### config.mk
export PLATFORM = sky130hd
export DESIGN_NAME = png_pixel_framer_flat
export DESIGN_NICKNAME = d
export VERILOG_FILES = /design/src/rtl/png_pixel_framer_if.sv /design/src/rtl/png_pixel_framer.sv /design/src/flat_wrapper.sv
export SDC_FILE = /design/constraint.sdc
export NUM_CORES = 1
export LEC_CHECK = 0
export CORE_AREA = 5 5 365 277
export DETAILED_ROUTE_END_ITERATION = 7
export DIE_AREA = 0 0 370 282
export MAX_ROUTING_LAYER = met4
export SLEW_MARGIN = 20
export SYNTH_ARGS = -nofsm -noshare
export SYNTH_HDL_FRONTEND = slang
export SYNTH_SLANG_ARGS = --single-unit
### constraint.sdc
create_clock -name clk -period 10.3 [get_ports clk]
set_clock_uncertainty 0.15 [all_clocks]
set_input_delay 1.03 -clock clk [delete_from_list [all_inputs] [get_ports clk]]
set_output_delay 1.03 -clock clk [all_outputs]
set_load 0.05 [all_outputs]
### src/rtl/png_pixel_framer_if.sv
// Pixel stream bundle between hard_png, the framer and the framebuffer writer.
// The input side carries hard_png's ostart/geometry/ovalid/pixel outputs.
// The output side is a valid/ready beat stream with frame markers.
// slave  : the framer's view (consumes the hard_png side, drives the beat stream)
// master : the environment's view (drives hard_png side, consumes the beat stream)
interface png_pixel_framer_if;
  logic        istart;
  logic [2:0]  icolortype;
  logic [13:0] iwidth;
  logic [31:0] iheight;
  logic        ivalid;
  logic [31:0] ipixel;

  logic        m_valid;
  logic        m_ready;
  logic [31:0] m_data;
  logic        m_sof;
  logic        m_eol;
  logic        m_eof;

  modport slave (
    input  istart, icolortype, iwidth, iheight, ivalid, ipixel,
    input  m_ready,
    output m_valid, m_data, m_sof, m_eol, m_eof
  );

  modport master (
    output istart, icolortype, iwidth, iheight, ivalid, ipixel,
    output m_ready,
    input  m_valid, m_data, m_sof, m_eol, m_eof
  );
endinterface

### src/rtl/png_pixel_framer.sv
// png_pixel_framer: tags hard_png pixels with sof/eol/eof and buffers them in
// an elastic FIFO feeding a valid/ready stream. hard_png cannot be stalled, so
// pixels arriving at a full FIFO are dropped and counted; the x/y counters keep
// advancing so frame geometry of later pixels stays correct.
//
//  state  | meaning
//  IDLE   | no image since reset; ivalid is unexpected
//  RUN    | image in progress, pixels are tagged and queued
//  DONE   | last pixel seen (or empty geometry); ivalid is unexpected
module png_pixel_framer #(
  parameter int DEPTH_LOG2 = 4
) (
  input  logic             clk,
  input  logic             rst,
  png_pixel_framer_if.slave bus,
  output logic [2:0]       colortype,
  output logic [13:0]      width,
  output logic [31:0]      height,
  output logic             busy,
  output logic             overflow,
  output logic             excess,
  output logic             abort,
  output logic [15:0]      drop_cnt
);

  localparam int DEPTH = 1 << DEPTH_LOG2;
  localparam int ENTRY_W = 35;

  typedef enum logic [1:0] {
    S_IDLE = 2'd0,
    S_RUN  = 2'd1,
    S_DONE = 2'd2
  } state_t;

  state_t r_state;
  state_t w_state_nxt;

  logic [2:0]  r_colortype;
  logic [13:0] r_width;
  logic [31:0] r_height;
  logic [13:0] r_x;
  logic [31:0] r_y;

  logic        r_overflow;
  logic        r_excess;
  logic        r_abort;
  logic [15:0] r_drop_cnt;

  logic [ENTRY_W-1:0]  r_mem [DEPTH];
  logic [DEPTH_LOG2:0] r_wptr;
  logic [DEPTH_LOG2:0] r_rptr;

  logic               w_empty;
  logic               w_full;
  logic               w_pop;
  logic               w_pix_in;
  logic               w_push;
  logic               w_drop;
  logic               w_sof;
  logic               w_eol;
  logic               w_eof;
  logic               w_geom_zero;
  logic [ENTRY_W-1:0] w_head;

  // FIFO status: extra pointer MSB distinguishes full from empty
  assign w_empty = (r_wptr == r_rptr);
  assign w_full  = (r_wptr[DEPTH_LOG2] != r_rptr[DEPTH_LOG2]) &&
                   (r_wptr[DEPTH_LOG2-1:0] == r_rptr[DEPTH_LOG2-1:0]);
  assign w_pop   = !w_empty && bus.m_ready;

  // A pixel is only framed in RUN; a coincident istart wins over ivalid.
  assign w_pix_in = (r_state == S_RUN) && bus.ivalid && !bus.istart;

  // A pop in the same cycle frees the head slot, so a full FIFO still accepts.
  assign w_push = w_pix_in && (!w_full || w_pop);
  assign w_drop = w_pix_in && w_full && !w_pop;

  // Geometry is known nonzero in RUN, so width-1/height-1 cannot underflow here.
  assign w_sof = (r_x == 14'd0) && (r_y == 32'd0);
  assign w_eol = (r_x == (r_width - 14'd1));
  assign w_eof = w_eol && (r_y == (r_height - 32'd1));

  assign w_geom_zero = (bus.iwidth == 14'd0) || (bus.iheight == 32'd0);

  // Head entry is gated so an empty FIFO presents all-zero beat fields.
  assign w_head       = r_mem[r_rptr[DEPTH_LOG2-1:0]];
  assign bus.m_valid  = !w_empty;
  assign bus.m_data   = w_empty ? 32'd0 : w_head[31:0];
  assign bus.m_sof    = !w_empty && w_head[34];
  assign bus.m_eol    = !w_empty && w_head[33];
  assign bus.m_eof    = !w_empty && w_head[32];

  assign colortype = r_colortype;
  assign width     = r_width;
  assign height    = r_height;
  assign busy      = (r_state == S_RUN);
  assign overflow  = r_overflow;
  assign excess    = r_excess;
  assign abort     = r_abort;
  assign drop_cnt  = r_drop_cnt;

  // State register
  always_ff @(posedge clk or posedge rst) begin
    if (rst) begin
      r_state <= S_IDLE;
    end else begin
      r_state <= w_state_nxt;
    end
  end

  // Next-state: istart restarts from any state; eof pixel finishes the image
  always_comb begin
    w_state_nxt = r_state;
    if (bus.istart) begin
      w_state_nxt = w_geom_zero ? S_DONE : S_RUN;
    end else if (w_pix_in && w_eof) begin
      w_state_nxt = S_DONE;
    end
  end

  // Geometry latch on istart
  always_ff @(posedge clk or posedge rst) begin
    if (rst) begin
      r_colortype <= 3'd0;
      r_width     <= 14'd0;
      r_height    <= 32'd0;
    end else if (bus.istart) begin
      r_colortype <= bus.icolortype;
      r_width     <= bus.iwidth;
      r_height    <= bus.iheight;
    end
  end

  // Pixel position: advances for every framed pixel, stored or dropped
  always_ff @(posedge clk or posedge rst) begin
    if (rst) begin
      r_x <= 14'd0;
      r_y <= 32'd0;
    end else if (bus.istart) begin
      r_x <= 14'd0;
      r_y <= 32'd0;
    end else if (w_pix_in) begin
      if (w_eol) begin
        r_x <= 14'd0;
        r_y <= r_y + 32'd1;
      end else begin
        r_x <= r_x + 14'd1;
      end
    end
  end

  // Per-frame status flags and saturating drop counter
  always_ff @(posedge clk or posedge rst) begin
    if (rst) begin
      r_overflow <= 1'b0;
      r_excess   <= 1'b0;
      r_abort    <= 1'b0;
      r_drop_cnt <= 16'd0;
    end else begin
      r_abort <= bus.istart && (r_state == S_RUN);
      if (bus.istart) begin
        r_overflow <= 1'b0;
        r_excess   <= 1'b0;
        r_drop_cnt <= 16'd0;
      end else begin
        if (bus.ivalid && (r_state != S_RUN)) begin
          r_excess <= 1'b1;
        end
        if (w_drop) begin
          r_overflow <= 1'b1;
          if (r_drop_cnt != 16'hFFFF) begin
            r_drop_cnt <= r_drop_cnt + 16'd1;
          end
        end
      end
    end
  end

  // FIFO pointers; istart flushes so the next cycle shows an empty FIFO
  always_ff @(posedge clk or posedge rst) begin
    if (rst) begin
      r_wptr <= '0;
      r_rptr <= '0;
    end else if (bus.istart) begin
      r_wptr <= '0;
      r_rptr <= '0;
    end else begin
      if (w_push) begin
        r_wptr <= r_wptr + 1'b1;
      end
      if (w_pop) begin
        r_rptr <= r_rptr + 1'b1;
      end
    end
  end

  // FIFO storage: {sof, eol, eof, rgba}; contents are don't-care while empty
  always_ff @(posedge clk) begin
    if (w_push) begin
      r_mem[r_wptr[DEPTH_LOG2-1:0]] <= {w_sof, w_eol, w_eof, bus.ipixel};
    end
  end

endmodule

### src/flat_wrapper.sv
// flat-port wrapper written by rule: the top's interface ports become plain ports
module png_pixel_framer_flat 
#(
  parameter int DEPTH_LOG2 = 4
)
  (clk, rst, colortype, width, height, busy, overflow, excess, abort, drop_cnt, bus_istart, bus_icolortype, bus_iwidth, bus_iheight, bus_ivalid, bus_ipixel, bus_m_ready, bus_m_valid, bus_m_data, bus_m_sof, bus_m_eol, bus_m_eof);
  png_pixel_framer_if bus_i ();
  input  logic clk;
  input  logic rst;
  output logic [2:0] colortype;
  output logic [13:0] width;
  output logic [31:0] height;
  output logic busy;
  output logic overflow;
  output logic excess;
  output logic abort;
  output logic [15:0] drop_cnt;
  input wire logic [$bits(bus_i.istart)-1:0] bus_istart;
  input wire logic [$bits(bus_i.icolortype)-1:0] bus_icolortype;
  input wire logic [$bits(bus_i.iwidth)-1:0] bus_iwidth;
  input wire logic [$bits(bus_i.iheight)-1:0] bus_iheight;
  input wire logic [$bits(bus_i.ivalid)-1:0] bus_ivalid;
  input wire logic [$bits(bus_i.ipixel)-1:0] bus_ipixel;
  input wire logic [$bits(bus_i.m_ready)-1:0] bus_m_ready;
  output wire logic [$bits(bus_i.m_valid)-1:0] bus_m_valid;
  output wire logic [$bits(bus_i.m_data)-1:0] bus_m_data;
  output wire logic [$bits(bus_i.m_sof)-1:0] bus_m_sof;
  output wire logic [$bits(bus_i.m_eol)-1:0] bus_m_eol;
  output wire logic [$bits(bus_i.m_eof)-1:0] bus_m_eof;
  assign bus_i.istart = bus_istart;
  assign bus_i.icolortype = bus_icolortype;
  assign bus_i.iwidth = bus_iwidth;
  assign bus_i.iheight = bus_iheight;
  assign bus_i.ivalid = bus_ivalid;
  assign bus_i.ipixel = bus_ipixel;
  assign bus_i.m_ready = bus_m_ready;
  assign bus_m_valid = bus_i.m_valid;
  assign bus_m_data = bus_i.m_data;
  assign bus_m_sof = bus_i.m_sof;
  assign bus_m_eol = bus_i.m_eol;
  assign bus_m_eof = bus_i.m_eof;
  png_pixel_framer #(.DEPTH_LOG2(DEPTH_LOG2)) u_core (.clk(clk), .rst(rst), .bus(bus_i), .colortype(colortype), .width(width), .height(height), .busy(busy), .overflow(overflow), .excess(excess), .abort(abort), .drop_cnt(drop_cnt));
endmodule
**After elaboration in Yosys (flattened, before gate mapping)**

Memory sizes are Yosys's and may differ from the RTL's.
Cells that the tools add are included.

- Register bits: 126
- Bits in latches: 0
- Memory bits (writable): 560
- Memory bits (read-only): 0
- Input port bits: 86
- Output and inout bits: 105
- Word-level logic and storage cells: 86
- Memories: 1

- $add $sub $neg: 7
- Multiply operators: 0
- Div/mod/pow operators: 0
- Order comparisons: 0
- Equal/unequal tests: 8
- Shifts and indexed selects: 0
- Multiplexer cells: 23
- Bitwise gates (word level): 0
- Reductions and logical operators: 35

Memories:

| memory | words | width | read ports | clocked after Yosys merged registers in | write ports | RTL line | text |
|---|---|---|---|---|---|---|---|
| u_core.r_mem | 16 | 35 | 1 | 0 | 1 | png_pixel_framer.sv:49 | `logic [ENTRY_W-1:0] r_mem [DEPTH];` |

Operators by type and width:

| cell | count |
|---|---|
| 2-to-1 mux 32 bit | 4 |
| zero test 32 bit | 2 |
| 2-to-1 mux 16 bit | 3 |
| 2-to-1 mux 14 bit | 3 |
| adder 32 x 1 -> 32 bit, second input constant | 1 |
| == test 32 bit | 1 |
| subtractor 32 x 1 -> 32 bit, second input constant | 1 |
| zero test 14 bit | 2 |
| 2-to-1 mux 5 bit | 4 |
| adder 16 x 1 -> 16 bit, second input constant | 1 |
| != test 16 bit, second input constant | 1 |
| nonzero test 2 bit | 8 |
| logical AND 1 bit | 15 |
| adder 14 x 1 -> 14 bit, second input constant | 1 |
| == test 14 bit | 1 |
| subtractor 14 x 1 -> 14 bit, second input constant | 1 |
| adder 5 x 1 -> 5 bit, second input constant | 2 |
| 2-to-1 mux 1 bit | 6 |
| 2-to-1 mux 2 bit | 3 |
| == test 5 bit | 1 |
| == test 4 bit | 1 |
| zero test 1 bit | 4 |
| AND reduction 2 bit | 2 |
| == test 2 x 1 -> 1 bit, second input constant | 1 |
| other kinds (3) | 4 |

**Longest topological paths before layout**

Gate-level depths: netlist of run 1.

- Word-level depth: 7
- Depth in mapped cells: 13
- Mapped depth without buffers: 10

**Worst setup path before layout of run 1**

OpenSTA, ideal clock, no wires.

- Kind: register -> register
- From: register u_core.r_width[0] (netlist: u_core.width[0])
- To: register u_core.r_y[19]
- Arrival time: 3.715 ns
- Setup slack: 6.357 ns
- Stages on the path, launching flop included: 13
- Clock period less this slack: 3.943 ns
- Cell sequence: dfrtp_1 -> clkbuf_1 -> inv_1 -> ha_1 -> or4b_4 -> or2_4 -> or3_1 -> o211ai_2 -> o22ai_2 -> or4_1 -> buf_2 -> or4_1 -> a21oi_1

- Cells in the longest elaborated chain, start to end: 4

RTL lines:

| item | RTL line | text |
|---|---|---|
| start, declared | png_pixel_framer.sv:39 | `logic [13:0] r_width;` |
| start signal, assigned | png_pixel_framer.sv:129 | `r_width <= bus.iwidth;` |
| subtractor 14 x 1 -> 14 bit | png_pixel_framer.sv:80 | `assign w_eol = (r_x == (r_width - 14'd1));` |
| == test 14 bit | png_pixel_framer.sv:80 |  |
| nonzero test 2 bit (no line) | n/a |  |
| AND reduction 2 bit (no line) | n/a |  |
| end signal, assigned | png_pixel_framer.sv:145 | `r_y <= r_y + 32'd1;` |
| end, declared | png_pixel_framer.sv:42 | `logic [31:0] r_y;` |

Every way passes these cells.
A chain may end at the register's enable or synchronous reset.

**Worst setup path in the final report of run 1**

- From: register u_core.r_rptr[0]
- To: output port bus_m_data[24]

- Cells in the longest elaborated chain, start to end: 2

RTL lines:

| item | RTL line | text |
|---|---|---|
| start, declared | png_pixel_framer.sv:51 | `logic [DEPTH_LOG2:0] r_rptr;` |
| start signal, assigned | png_pixel_framer.sv:192 | `r_rptr <= r_rptr + 1'b1;` |
| memory read (16 x 35 bit) or == test 5 bit (tied branches) | n/a |  |
| 2-to-1 mux 32 bit (*) | png_pixel_framer.sv:88 | `assign bus.m_data = w_empty ? 32'd0 : w_head[31:0];` |
| end, declared | flat_wrapper.sv:26 | `output wire logic [$bits(bus_i.m_data)-1:0] bus_m_data;` |

Every way passes the cells marked *; elsewhere a longest branch is shown, timed or not.

==> results of run 1 <==
## cells by family after synthesis
family	after synthesis	synth area share (%)
compound gates	142	3.08
xor+xnor	84	2.54
fa+ha+maj	12	0.519
buf+inv	123	1.64
flops	686	69.0
mux	225	15.5
simple gates	400	7.64
## registers in the layout, indices dropped and copies added (netlist names)
signal and count:
u_core.abort 1, u_core.colortype 3, u_core.drop_cnt 16, u_core.excess 1, u_core.height 32, u_core.overflow 1
u_core.r_mem 560, u_core.r_rptr 5, u_core.r_state 2, u_core.r_wptr 5, u_core.r_x 14, u_core.r_y 32
u_core.width 14
## path summary, 6_finish.rpt
check                                 start  slack, ps                  end
max in group asynchronous               rst       8060        u_core.r_y[8]
max reg2reg                u_core.height[0]       5120  u_core.r_mem[6][32]
min                         u_core.overflow        340      u_core.overflow
max                        u_core.r_rptr[0]       4070       bus_m_data[24]
min reg2reg                 u_core.overflow        340      u_core.overflow
min in group asynchronous               rst        710      u_core.width[6]
## routing by layer
metal  wire length, um  up-vias  global-route usage [%]
met4              1610        0                    3.91
met5                 0        -                       -
met1             31900     8531                    18.9
met3              4520      122                    3.15
met2             34600      533                    22.4
li1                  -     7092                       -
## cell usage in the layout, fill, tap and decap left out, drive strengths merged, types with 36 or more instances in the layout
master / n
edfxtp: 560
clkdlybuf4s50: 189
mux4: 175
dfrtp: 126
clkbuf: 92
nor2: 75
nand2: 57
xor2: 52
a21oi: 44
mux2: 42
o21ai: 41
nor2b: 40
nor4: 39
inv: 36
## final cells by class
cell class / instances / area, um^2 / area share [%]
sequential: 686 / 20000 / 57.5
multi-input combinational: 863 / 8520 / 24.5
timing repair buffer: 216 / 2110 / 6.08
clock buffer: 92 / 1960 / 5.64
tap: 1313 / 1640 / 4.73
clock inverter: 38 / 404 / 1.16
inverter: 32 / 125 / 0.360
antenna: 3 / 7.51 / 0.0216
## critical path: stages, from the launching register on
cell and delay (ps):
dfrtp_4 870, buf_4 640, buf_4 720, mux4_2 600, mux4_2 530, nor2b_1 170, clkdlybuf4s50_1 790
## through the flow
stage               hold slack (ps)  worst slack [ps]  cells  power (W)  cell area [um^2]
floorplan                       327              5760   1672    0.00367             28900
global placement                330              4620   3109    0.00394             32300
detailed placement              335              4610   3110    0.00395             32400
CTS                             351              3880   3240    0.00657             34700
global route                    364              3670   3242    0.00673             34800
finish                          343              4070   3243    0.00648             34800
## power by group
group          leakage [nW]  internal [W]  total (W)  switching (W)
Combinational          3.23      0.000337   0.000790       0.000453
Sequential             6.66       0.00303    0.00309      0.0000598
Clock                  1.15       0.00149    0.00260        0.00111
==> impl_metrics.py, run 1 <==
metrics = {
    "synthesis": {
        "yosysSeqAreaShare_pct": 69.0,
        "synth_top_cell_area_share_pct": 58.1,
        "syn_inst": 1672,
        "synth_cell_types": 66,
        "yosys_warnings": 0,
        "async_flop_share_pct": 18.4,
        "yosys.area.top_type": "edfxtp_1",
        "synthFlopType": "edfxtp_1",
        "syn_nets": 1770,
        "synth.top_cells.by_count": "edfxtp_1 (560), mux4_2 (175), dfrtp_1 (126)",
        "synth_area_um2": 28900,
        "avgSynthCellArea_um2": 17.3,
        "synth-seq-cells": 686,
        "synth_edf_count": 560,
        "synth_most_common_cell": "edfxtp_1",
        "synth_area_leaders": "edfxtp_1 (58%), mux4_2 (14%), dfrtp_1 (11%)",
    },
    "placement": {
        "place_congestion": 0.835,
        "numPortBuffers": 190,
        "dp_hpwl_mm": 39.4,
    },
    "setup_path": {
        "critPathKind": "reg2out",
        "endpoint_kind": "output pin",
        "critPathLaunchType": "flip-flop",
        "rr_worst_depth": 7,
        "critPathMaxFanout": 38,
        "cp.arrival_ps": 5050,
        "crit_required_ps": 9120,
    },
    "clock_tree": {
        "insertion_delay_ps": 650,
        "cts-resized-gates": 0,
        "clock_sinks": 686,
        "cts.path.max_buffers": 3,
        "cts_buffers": 73,
        "clk_pin_slew_ps": 60,
        "cts_setup_buffers": 0,
        "cts_tree": "built",
        "cts_root_buffer": "clkbuf_16",
        "cts_hold_buf": 0,
        "htree_levels": 3,
    },
    "pwr": {
        "peakVddDrop_v": 0.000117,
        "leakage_nw": 11.0,
        "power_density_nw_per_um2": 186,
    },
    "timing": {
        "setup_viol": 0,
        "worstMarginPinSlew_ps": 1050,
        "rsz0062_at_grt": "no",
        "setup_tns_ps": 0,
        "final.period_utilization_pct": 60.5,
        "final_hold_viol_count": 0,
        "slew_viol_final": 0,
        "clock.fmax_mhz": 160,
        "period_minus_slack_ps": 6230,
        "slew_headroom_pct": 29.7,
    },
    "cells_and_area": {
        "syn2layout_area_growth_pct": 20.2,
        "fin_util_pct": 35.9,
        "layout.nets": 1970,
        "final_layout_size_suffix_gt1_share_pct": 19.7,
        "fillers": 9074,
    },
    "detailed_routing": {
        "viasPerCell": 5.02,
        "drtIter0Drc": 1491,
        "dr.pass1.iters": 5,
        "vias": 16300,
        "routedWlPerCell_um": 22.4,
        "detail-route-antenna-nets": 0,
        "drc_errors": 0,
        "totalWireLength_mm": 72.6,
    },
    "global_route": {
        "grt_pass1_wl_mm": 109,
        "antenna_found_initial": 4,
        "gr-total-overflow": 0,
        "grt_usage_pct": 14.3,
        "grt_pass1_vias": 16900,
        "grt_max_degree": 70,
    },
    "floorplanning": {
        "die_x_um": 370,
        "die_h_um": 282,
        "die_area_um2": 104000,
        "core-area_um2": 96900,
        "floorplan.initialDensity_pct": 29.9,
        "rows": 99,
        "pin_count": 191,
    },
    "run": {
        "max-cap-violations": 0,
    },
    "hold_path": {
        "min_path_cells": 2,
        "hold_class": "reg2reg",
    },
    "run_status": {
        "status": "complete, no violations",
    },
}
No activity file was read; power rests on OpenSTA's default activity.
==> inputs of run 2 (changes only) <==
Clock period 10.3 ns to 6.07 ns, I/O delays scaled along.
==> run 2 against run 1 <==
Sequential share of layout area decreased by 0.099 points. Global-route usage fell by 0.66 points. Sequential power is 70% higher. Routed wire length fell by 3.9%. First-iteration DRC count up 4.0%. Setup slack got worse by 2800 ps. Clock power is 70% higher. Hold slack got worse by 52 ps. Critical path type unchanged. Largest power group unchanged.
==> impl_metrics.py, run 2 (same netlist as run 1, synthesis figures left out) <==
metrics = {
    "run_status": {
        "status": "complete, no violations",
    },
    "detailed_routing": {
        "detail-route-antenna-nets": 0,
        "routedWlPerCell_um": 21.5,
        "vias": 16200,
        "drtIter0Drc": 1550,
        "totalWireLength_mm": 69.8,
        "viasPerCell": 4.99,
        "drc_errors": 0,
        "dr.pass1.iters": 5,
    },
    "setup_path": {
        "cp.arrival_ps": 4000,
        "endpoint_kind": "output pin",
        "cp_cell_sequence": "buf_4 > mux4_2 > mux4_2 > nor2b_1 > clkdlybuf4s50_1",
        "critPathMaxFanout": 34,
        "critPathLaunchType": "flip-flop",
        "cp_top_family": "buffers and inverters",
        "critPathKind": "reg2out",
        "cpMostUsedCell": "mux4_2",
        "path_buf_inv": 2,
        "critPathMaxStageDelay_ps": 910,
        "crit_path_top_delay_cell": "dfrtp_4",
        "crit_required_ps": 5310,
    },
    "clock_tree": {
        "insertion_delay_ps": 610,
        "cts_setup_buffers": 0,
        "cts_root_buffer": "clkbuf_16",
        "cts_hold_buf": 0,
        "cts-resized-gates": 0,
        "clock_sinks": 686,
        "htree_levels": 3,
        "cts_tree": "built",
        "cts.path.max_buffers": 3,
        "cts_buffers": 72,
        "clk_pin_slew_ps": 60,
    },
    "floorplanning": {
        "die_h_um": 282,
        "die_area_um2": 104000,
        "core-area_um2": 96900,
        "die_x_um": 370,
        "pin_count": 191,
        "floorplan.initialDensity_pct": 29.9,
        "rows": 99,
    },
    "cells_and_area": {
        "final_common_cell": "edfxtp_1",
        "multiInputGateArea_um2": 8520,
        "fin_util_pct": 35.9,
        "layout.nets": 1975,
        "fillers": 9066,
        "layout_common_cells": "edfxtp_1 (560), clkdlybuf4s50_1 (189), mux4_2 (175), dfrtp_1 (122), nor2_1 (74)",
        "seqCellArea_um2": 20000,
        "syn2layout_area_growth_pct": 20.4,
        "final_layout_size_suffix_gt1_share_pct": 20.0,
        "largest_register_ffs": 560,
    },
    "global_route": {
        "antenna_found_initial": 6,
        "grt_usage_pct": 13.6,
        "grt_pass1_vias": 16400,
        "grt_pass1_wl_mm": 105,
        "grt_max_degree": 103,
        "gr-total-overflow": 0,
    },
    "timing": {
        "setup_viol": 0,
        "period_minus_slack_ps": 4760,
        "setup_tns_ps": 0,
        "fin_hold_ws_ps": 291,
        "slew_viol_final": 0,
        "rsz0062_at_grt": "no",
        "final_hold_viol_count": 0,
        "worstMarginPinSlew_ps": 1010,
        "clock.fmax_mhz": 210,
        "slew_headroom_pct": 32.6,
        "final.period_utilization_pct": 78.4,
    },
    "placement": {
        "numPortBuffers": 190,
        "dp_hpwl_mm": 43.0,
        "place_congestion": 0.886,
    },
    "pwr": {
        "netSwitchingPower_w": 0.00272,
        "intPower_w": 0.00831,
        "p_comb_share_pct": 12.2,
        "peakVddDrop_v": 0.000220,
        "swShare_pct": 24.7,
        "pwr-share-clk_pct": 40.2,
        "power_density_nw_per_um2": 317,
        "leakage_nw": 11.1,
        "seqPwrFrac_pct": 47.6,
    },
    "run": {
        "max-cap-violations": 0,
    },
    "hold_path": {
        "hold_class": "in2async",
    },
}
==> run 2: metrics by stage <==
stage          worst slack [ps]  cells  instance area [um^2]  total power, W
6_report                   1310   3245                 34800          0.0110
5_1_grt                    1090   3245                 34800          0.0115
4_1_cts                    1190   3240                 34800          0.0112
3_5_place_dp               1260   3116                 32400         0.00672
3_3_place_gp               1370   3116                 32400         0.00670
2_1_floorplan              1960   1672                 28900         0.00622
==> run 2: layer usage <==
| metal | routed length, um | track usage (%) | vias up |
|---|---|---|---|
| met5 | 0 | - | - |
| met4 | 1480 | 3.35 | 0 |
| met3 | 4520 | 2.88 | 106 |
| met2 | 32400 | 20.5 | 512 |
| met1 | 31500 | 19.0 | 8492 |
| li1 | - | - | 7092 |
==> run 2: power by group through the flow <==
| stage | registers, W | logic, W | clock network [W] |
|---|---|---|---|
| detailed placement | 0.00535 | 0.00138 | 0 |
| CTS | 0.00525 | 0.00138 | 0.00455 |
| finish | 0.00525 | 0.00135 | 0.00443 |
| global placement | 0.00534 | 0.00136 | 0 |
| global route | 0.00526 | 0.00144 | 0.00475 |
| floorplan | 0.00540 | 0.000822 | 0 |
==> run 2: path summary, 6_finish.rpt <==
kind / slack [ps] / end / startpoint / depth (start not counted)
setup / recovery: 1310 / bus_m_eof / u_core.r_rptr[0] / 5
hold / removal: 290 / u_core.width[6] / rst / 2
max in group asynchronous: 4090 / u_core.height[28] / rst / 3
hold reg to reg: 350 / u_core.overflow / u_core.overflow / 2
min in group clk: 290 / u_core.height[4] / bus_istart / 3
setup reg to reg: 1670 / u_core.r_y[31] / u_core.width[2] / 8
==> run 2: final cells by class <==
class / instances / area share, %
flip-flops and latches: 686 / 57.4
multi-input cells: 863 / 24.5
repair buffers: 222 / 6.25
clock buffers: 86 / 5.44
well taps: 1313 / 4.72
clock inverters: 38 / 1.32
inverters: 32 / 0.359
diodes: 5 / 0.0359
